**src/rtl/poly_byte_encode12.sv**
```systemverilog
// -----------------------------------------------------------------------------
// poly_byte_encode12
//
// Purpose:
//   Streaming 12-bit polynomial packer (Kyber ByteEncode_12). It takes NCOEFF
//   coefficients, one per handshake, and emits 3*NCOEFF/2 bytes. Each pair of
//   coefficients (c0, c1) becomes three bytes:
//       byte0 = c0[7:0]
//       byte1 = {c1[3:0], c0[11:8]}
//       byte2 = c1[11:4]
//   This is the exact inverse of the parse unpacking:
//       d1 = b0 + 256*(b1%16), d2 = (b1>>4) + 16*b2
//
// Ports:
//   clk          system clock
//   rst          synchronous active-high reset
//   coeff_valid  input coefficient valid
//   coeff_ready  block accepts a coefficient this cycle (registered)
//   coeff_data   coefficient; bits [11:0] used
//   out_valid    output byte valid (registered)
//   out_ready    downstream accepts byte
//   out_byte     packed byte (registered, held while stalled)
//   out_last     high with the final byte of the polynomial
//   done         one-cycle pulse after the final byte is accepted
//
// Configuration:
//   PARSE_ENC_CANON_EN  when defined, every accepted coefficient (< 2Q) is
//                       reduced into [0, Q) by one conditional subtraction.
//                       When undefined, coeff_data[11:0] is stored as-is.
// -----------------------------------------------------------------------------
module poly_byte_encode12 #(
    parameter int Q      = 3329,
    parameter int NCOEFF = 256
) (
    input  logic        clk,
    input  logic        rst,
    input  logic        coeff_valid,
    output logic        coeff_ready,
    input  logic [15:0] coeff_data,
    output logic        out_valid,
    input  logic        out_ready,
    output logic [7:0]  out_byte,
    output logic        out_last,
    output logic        done
);

    localparam int             NPAIR     = NCOEFF / 2;
    localparam int             PW        = (NPAIR > 1) ? $clog2(NPAIR) : 1;
    localparam logic [PW-1:0]  LAST_PAIR = PW'(NPAIR - 1);
    localparam logic [15:0]    Q_W       = 16'(Q);

    typedef enum logic [2:0] {
        GET0,
        GET1,
        SEND0,
        SEND1,
        SEND2
    } state_t;

    state_t          state_q;
    logic [PW-1:0]   pair_q;
    logic [11:0]     c0_q;
    logic [11:0]     c1_q;
    logic            coeff_ready_q;
    logic            out_valid_q;
    logic [7:0]      out_byte_q;
    logic            out_last_q;
    logic            done_q;

    // Value that will be captured into c0/c1 on an accepted coefficient.
    logic [11:0]     coeff_d;

`ifdef PARSE_ENC_CANON_EN
    // Single conditional subtraction; input is guaranteed below 2Q so the
    // result always lands in [0, Q) and fits in 12 bits.
    logic [15:0] coeff_red;
    logic        unused_hi;

    assign coeff_red = (coeff_data >= Q_W) ? (coeff_data - Q_W) : coeff_data;
    assign coeff_d   = coeff_red[11:0];
    assign unused_hi = ^coeff_red[15:12];
`else
    // Upper nibble is discarded; the modulus only matters for the reduction.
    logic unused_hi;

    assign coeff_d   = coeff_data[11:0];
    assign unused_hi = ^{coeff_data[15:12], Q_W};
`endif

    logic coeff_fire;
    logic out_fire;

    assign coeff_fire = coeff_valid && coeff_ready_q;
    assign out_fire   = out_valid_q && out_ready;

    // The FSM pre-computes the outputs of the state it is moving into, so all
    // handshake outputs come straight from flops. After reset coeff_ready is
    // low for one cycle while GET0 raises it.
    always_ff @(posedge clk) begin
        if (rst) begin
            state_q       <= GET0;
            pair_q        <= '0;
            c0_q          <= '0;
            c1_q          <= '0;
            coeff_ready_q <= 1'b0;
            out_valid_q   <= 1'b0;
            out_byte_q    <= '0;
            out_last_q    <= 1'b0;
            done_q        <= 1'b0;
        end else begin
            done_q <= 1'b0;
            case (state_q)
                GET0: begin
                    coeff_ready_q <= 1'b1;
                    if (coeff_fire) begin
                        c0_q    <= coeff_d;
                        state_q <= GET1;
                    end
                end
                GET1: begin
                    coeff_ready_q <= 1'b1;
                    if (coeff_fire) begin
                        c1_q          <= coeff_d;
                        coeff_ready_q <= 1'b0;
                        out_valid_q   <= 1'b1;
                        out_byte_q    <= c0_q[7:0];
                        state_q       <= SEND0;
                    end
                end
                SEND0: begin
                    if (out_fire) begin
                        out_byte_q <= {c1_q[3:0], c0_q[11:8]};
                        state_q    <= SEND1;
                    end
                end
                SEND1: begin
                    if (out_fire) begin
                        out_byte_q <= c1_q[11:4];
                        out_last_q <= (pair_q == LAST_PAIR);
                        state_q    <= SEND2;
                    end
                end
                SEND2: begin
                    if (out_fire) begin
                        out_valid_q   <= 1'b0;
                        out_last_q    <= 1'b0;
                        coeff_ready_q <= 1'b1;
                        if (pair_q == LAST_PAIR) begin
                            pair_q <= '0;
                            done_q <= 1'b1;
                        end else begin
                            pair_q <= pair_q + PW'(1);
                        end
                        state_q <= GET0;
                    end
                end
                default: begin
                    state_q       <= GET0;
                    coeff_ready_q <= 1'b0;
                    out_valid_q   <= 1'b0;
                    out_last_q    <= 1'b0;
                end
            endcase
        end
    end

    assign coeff_ready = coeff_ready_q;
    assign out_valid   = out_valid_q;
    assign out_byte    = out_byte_q;
    assign out_last    = out_last_q;
    assign done        = done_q;

endmodule
```
**config.mk**
```make
export PLATFORM = sky130hd
export DESIGN_NAME = poly_byte_encode12
export DESIGN_NICKNAME = d
export VERILOG_FILES = /design/src/rtl/poly_byte_encode12.sv
export SDC_FILE = /design/constraint.sdc
export NUM_CORES = 1
export LEC_CHECK = 0
export CAP_MARGIN = 0
export CORE_ASPECT_RATIO = 0.75
export CORE_MARGIN = 3
export CORE_UTILIZATION = 47
export DETAILED_ROUTE_END_ITERATION = 8
export GPL_ROUTABILITY_DRIVEN = 0
export GPL_TIMING_DRIVEN = 1
export PLACE_DENSITY_LB_ADDON = 0.25
export SYNTH_ARGS = -nofsm -noshare
export SYNTH_HDL_FRONTEND = slang
export SYNTH_SLANG_ARGS = --single-unit
```
**constraint.sdc**
```tcl
create_clock -name clk -period 1.6 [get_ports clk]
set_input_delay 0.16 -clock clk [delete_from_list [all_inputs] [get_ports clk]]
set_output_delay 0.16 -clock clk [all_outputs]
set_load 0.005 [all_outputs]
```
==> results.sh <==
export IMPL_rows=19
export IMPL_cts_buffer_depth=2
export IMPL_critPathArrivalTime_ps=1710
export IMPL_grt_start_max_net_pins=47
export IMPL_wl_um=4460
export IMPL_max_freq_ghz=0.6716
export IMPL_place_area_um2=2409
export IMPL_async_flop_share_pct=0
export IMPL_finalSetupViolations=0
export IMPL_ys_warn_count=0
export IMPL_synthesis_nets=253
export IMPL_outcome="finished clean"
export IMPL_drt_iter0_drc=148
export IMPL_grt_pass1_vias=1520
export IMPL_fin_area_um2=2500
export IMPL_finalCriticalPeriod_ps=1489
export IMPL_wl_met2_um=1802
export IMPL_final_seq_area_um2=920.9
export IMPL_postCtsSetupBuffers=0
export IMPL_h_tree_depth=2
export IMPL_dieArea_um2=5078
export IMPL_p_leak_nw=0.8488
export IMPL_synth_top_area_share_pct=46.09
export IMPL_yosys_top_cells_area="dfxtp_1 (46%), mux2i_1 (11%), a21oi_1 (7.5%)"
export IMPL_fillers=336
export IMPL_start_util_pct=51.57
export IMPL_cts_tree="yes"
export IMPL_clockRootBuffer="clkbuf_8"
export IMPL_drt_pass1_iterations=4
export IMPL_pre_cts_slack_ps=30.88
export IMPL_io_buffer_count=27
export IMPL_gr_total_overflow=0
export IMPL_grt_pass1_wl_um=7500
export IMPL_syn_to_final_growth_pct=25.11
export IMPL_stdcell_count=321
export IMPL_layout_setup_ws_ps=111.0
export IMPL_clock_skew_ps=5.796
export IMPL_vdd_ir_drop_worst_uv=648.8
export IMPL_end_kind="register"
export IMPL_critPathSlowestCell="dfxtp_1"
export IMPL_final_antenna_net_count=0
export IMPL_cts_hold_buf=0
export IMPL_syn_inst=232
export IMPL_drive_gt1_share_pct=11.15
export IMPL_cts_made_buffers=5
export IMPL_dpl_cell_count=313
export IMPL_routedWlPerCell_um=13.89
export IMPL_relSlewSlack_pct=80.17
export IMPL_cts_resized=0
export IMPL_pwr_density_cell_nw_per_um2=875.7
export IMPL_wl_met1_um=2282
export IMPL_cp_slowest_stage_delay_ps=360
export IMPL_dieWidth_um=81.29
export IMPL_period_share_pct=93.06
export IMPL_ioPinCount=32
export IMPL_cts_sinks=46
export IMPL_n_antenna_cell=0
export IMPL_track_usage_pct=19.01
export IMPL_core_area_um2=3875
export IMPL_clk_latency_ps=300
export IMPL_synth_edf_count=0
export IMPL_die_h_um=62.47
export IMPL_synth_top_area_cell="dfxtp_1"
export IMPL_top_layer="met4"
export IMPL_vias=1712
export IMPL_finalSetupTns_ps=0
export IMPL_hpwl_um=3133
export IMPL_hold_viol_final=0
export IMPL_syn_avg_cell_area_um2=8.613
export IMPL_cp_start_kind="register"
export IMPL_wl_met3_um=309
export IMPL_grt_setup_unrepaired="no"
export IMPL_synth_yosys_seq_area_share_pct=46.09
export IMPL_fin_nets=289
export IMPL_path_clk_slew_ps=80
export IMPL_antenna_found_initial=0
export IMPL_final_util_pct=64.51
export IMPL_critPathKind="register to register"
export IMPL_hp_class="primary input to register"
export IMPL_maxSlewViolCount=0
export IMPL_worst_slew_pin_slew_ps=297.5
export IMPL_cap_violations=0
export IMPL_worstPathRequired_ps=1820
export IMPL_synthFlopType="dfxtp_1"
export IMPL_syn_area_um2=1998
export IMPL_ys_ff_latch=46
export IMPL_worst_path_max_fanout=5
export IMPL_cp_cell_sequence="or2_1 -> buf_4 -> nor2_1 -> a21oi_1 -> a211oi_1"
export IMPL_ys_types=36
export IMPL_drc_errors=0
export IMPL_multi_input_area_um2=984.7
export IMPL_vias_per_cell=5.333
## through the flow
step	hold WS [ps]	total power, mW
2_1_floorplan	296.0	1.372
3_3_place_gp	442.8	1.480
3_5_place_dp	448.2	1.485
4_1_cts	425.8	2.207
5_1_grt	430.5	2.286
6_report	435.6	2.189
## cells in the final DEF (no fill, tap or decap), drive strengths merged, types with 2 or more instances in the layout
master | netlist | layout
or2 | 2 | 2
o21ai | 14 | 14
nand3 | 8 | 8
nor3 | 3 | 3
xnor2 | 2 | 2
dfxtp | 46 | 46
mux2i | 21 | 21
a21oi | 31 | 31
clkbuf | 9 | 7
buf | 8 | 19
a211oi | 3 | 3
clkdlybuf4s50 | 0 | 27
nor2 | 21 | 21
o211ai | 8 | 8
xor2 | 2 | 2
nand2 | 38 | 38
## power breakdown
part | leakage, nW | total [mW] | switching (mW) | internal (mW)
clock | 0.0482 | 0.730 | 0.382 | 0.349
sequential | 0.373 | 1.20 | 0.0202 | 1.18
combinational | 0.428 | 0.262 | 0.129 | 0.134
## kinds of logic (layout without fill, tap and decap cells)
family                   count (synthesis)  count (layout)  share of synthesized area [%]
AO/OA/AOI/OAI                           61              61                          17.41
XOR/XNOR                                 4               4                          1.754
adder cells (fa/ha/maj)                  1               1                         0.6261
buffers and inverters                   17              54                          4.633
flip-flops                              46              46                          46.09
multiplexers                            21              21                          10.52
AND/OR/NAND/NOR                         82              82                          18.97
## area by class of cell
class / count / share of cell area (%)
Multi-Input combinational cell: 169 / 39.39
Sequential cell: 46 / 36.84
Timing Repair Buffer: 46 / 17.52
Clock buffer: 7 / 3.453
Tap cell: 52 / 2.603
Clock inverter: 1 / 0.2002
## registers in the layout, indices dropped and copies added (netlist names), 3 cells and up
name	flops
state_q	3
c0_q	12
out_byte	8
pair_q	7
c1_q	12
## synthesized netlist by cell type (2+ instances only)
| library cell | number |
|---|---|
| xor2_1 | 2 |
| xnor2_1 | 2 |
| o21ai_0 | 13 |
| nand2_1 | 38 |
| o211ai_1 | 8 |
| or2_1 | 2 |
| nor3_1 | 2 |
| clkbuf_1 | 9 |
| a21oi_1 | 30 |
| a211oi_1 | 3 |
| dfxtp_1 | 46 |
| nor2_1 | 20 |
| nand3_1 | 8 |
| buf_2 | 5 |
| mux2i_1 | 21 |
| buf_6 | 3 |
## path summary, 6_finish.rpt
path / start / end / slack (ps) / cells past startpoint
max: state_q[1] / pair_q[3] / 110 / 5
min: coeff_data[2] / c1_q[2] / 440 / 3
max reg2reg: state_q[1] / pair_q[3] / 110 / 5
min reg2reg: out_byte[7] / out_byte[7] / 460 / 2
## routing by layer
layer	global-route usage, %	up-vias
li1	-	882
met1	30.13	760
met2	24.19	63
met3	4.323	7
met4	6.962	0
met5	0	-
## critical path, delay by kind of cell, from the launching register on
family,cells,cell delay (ps)
AO/OA/AOI/OAI,2,310
buffers and inverters,1,170
flip-flops,1,360
AND/OR/NAND/NOR,2,570
(Power assumes the default switching activity.)
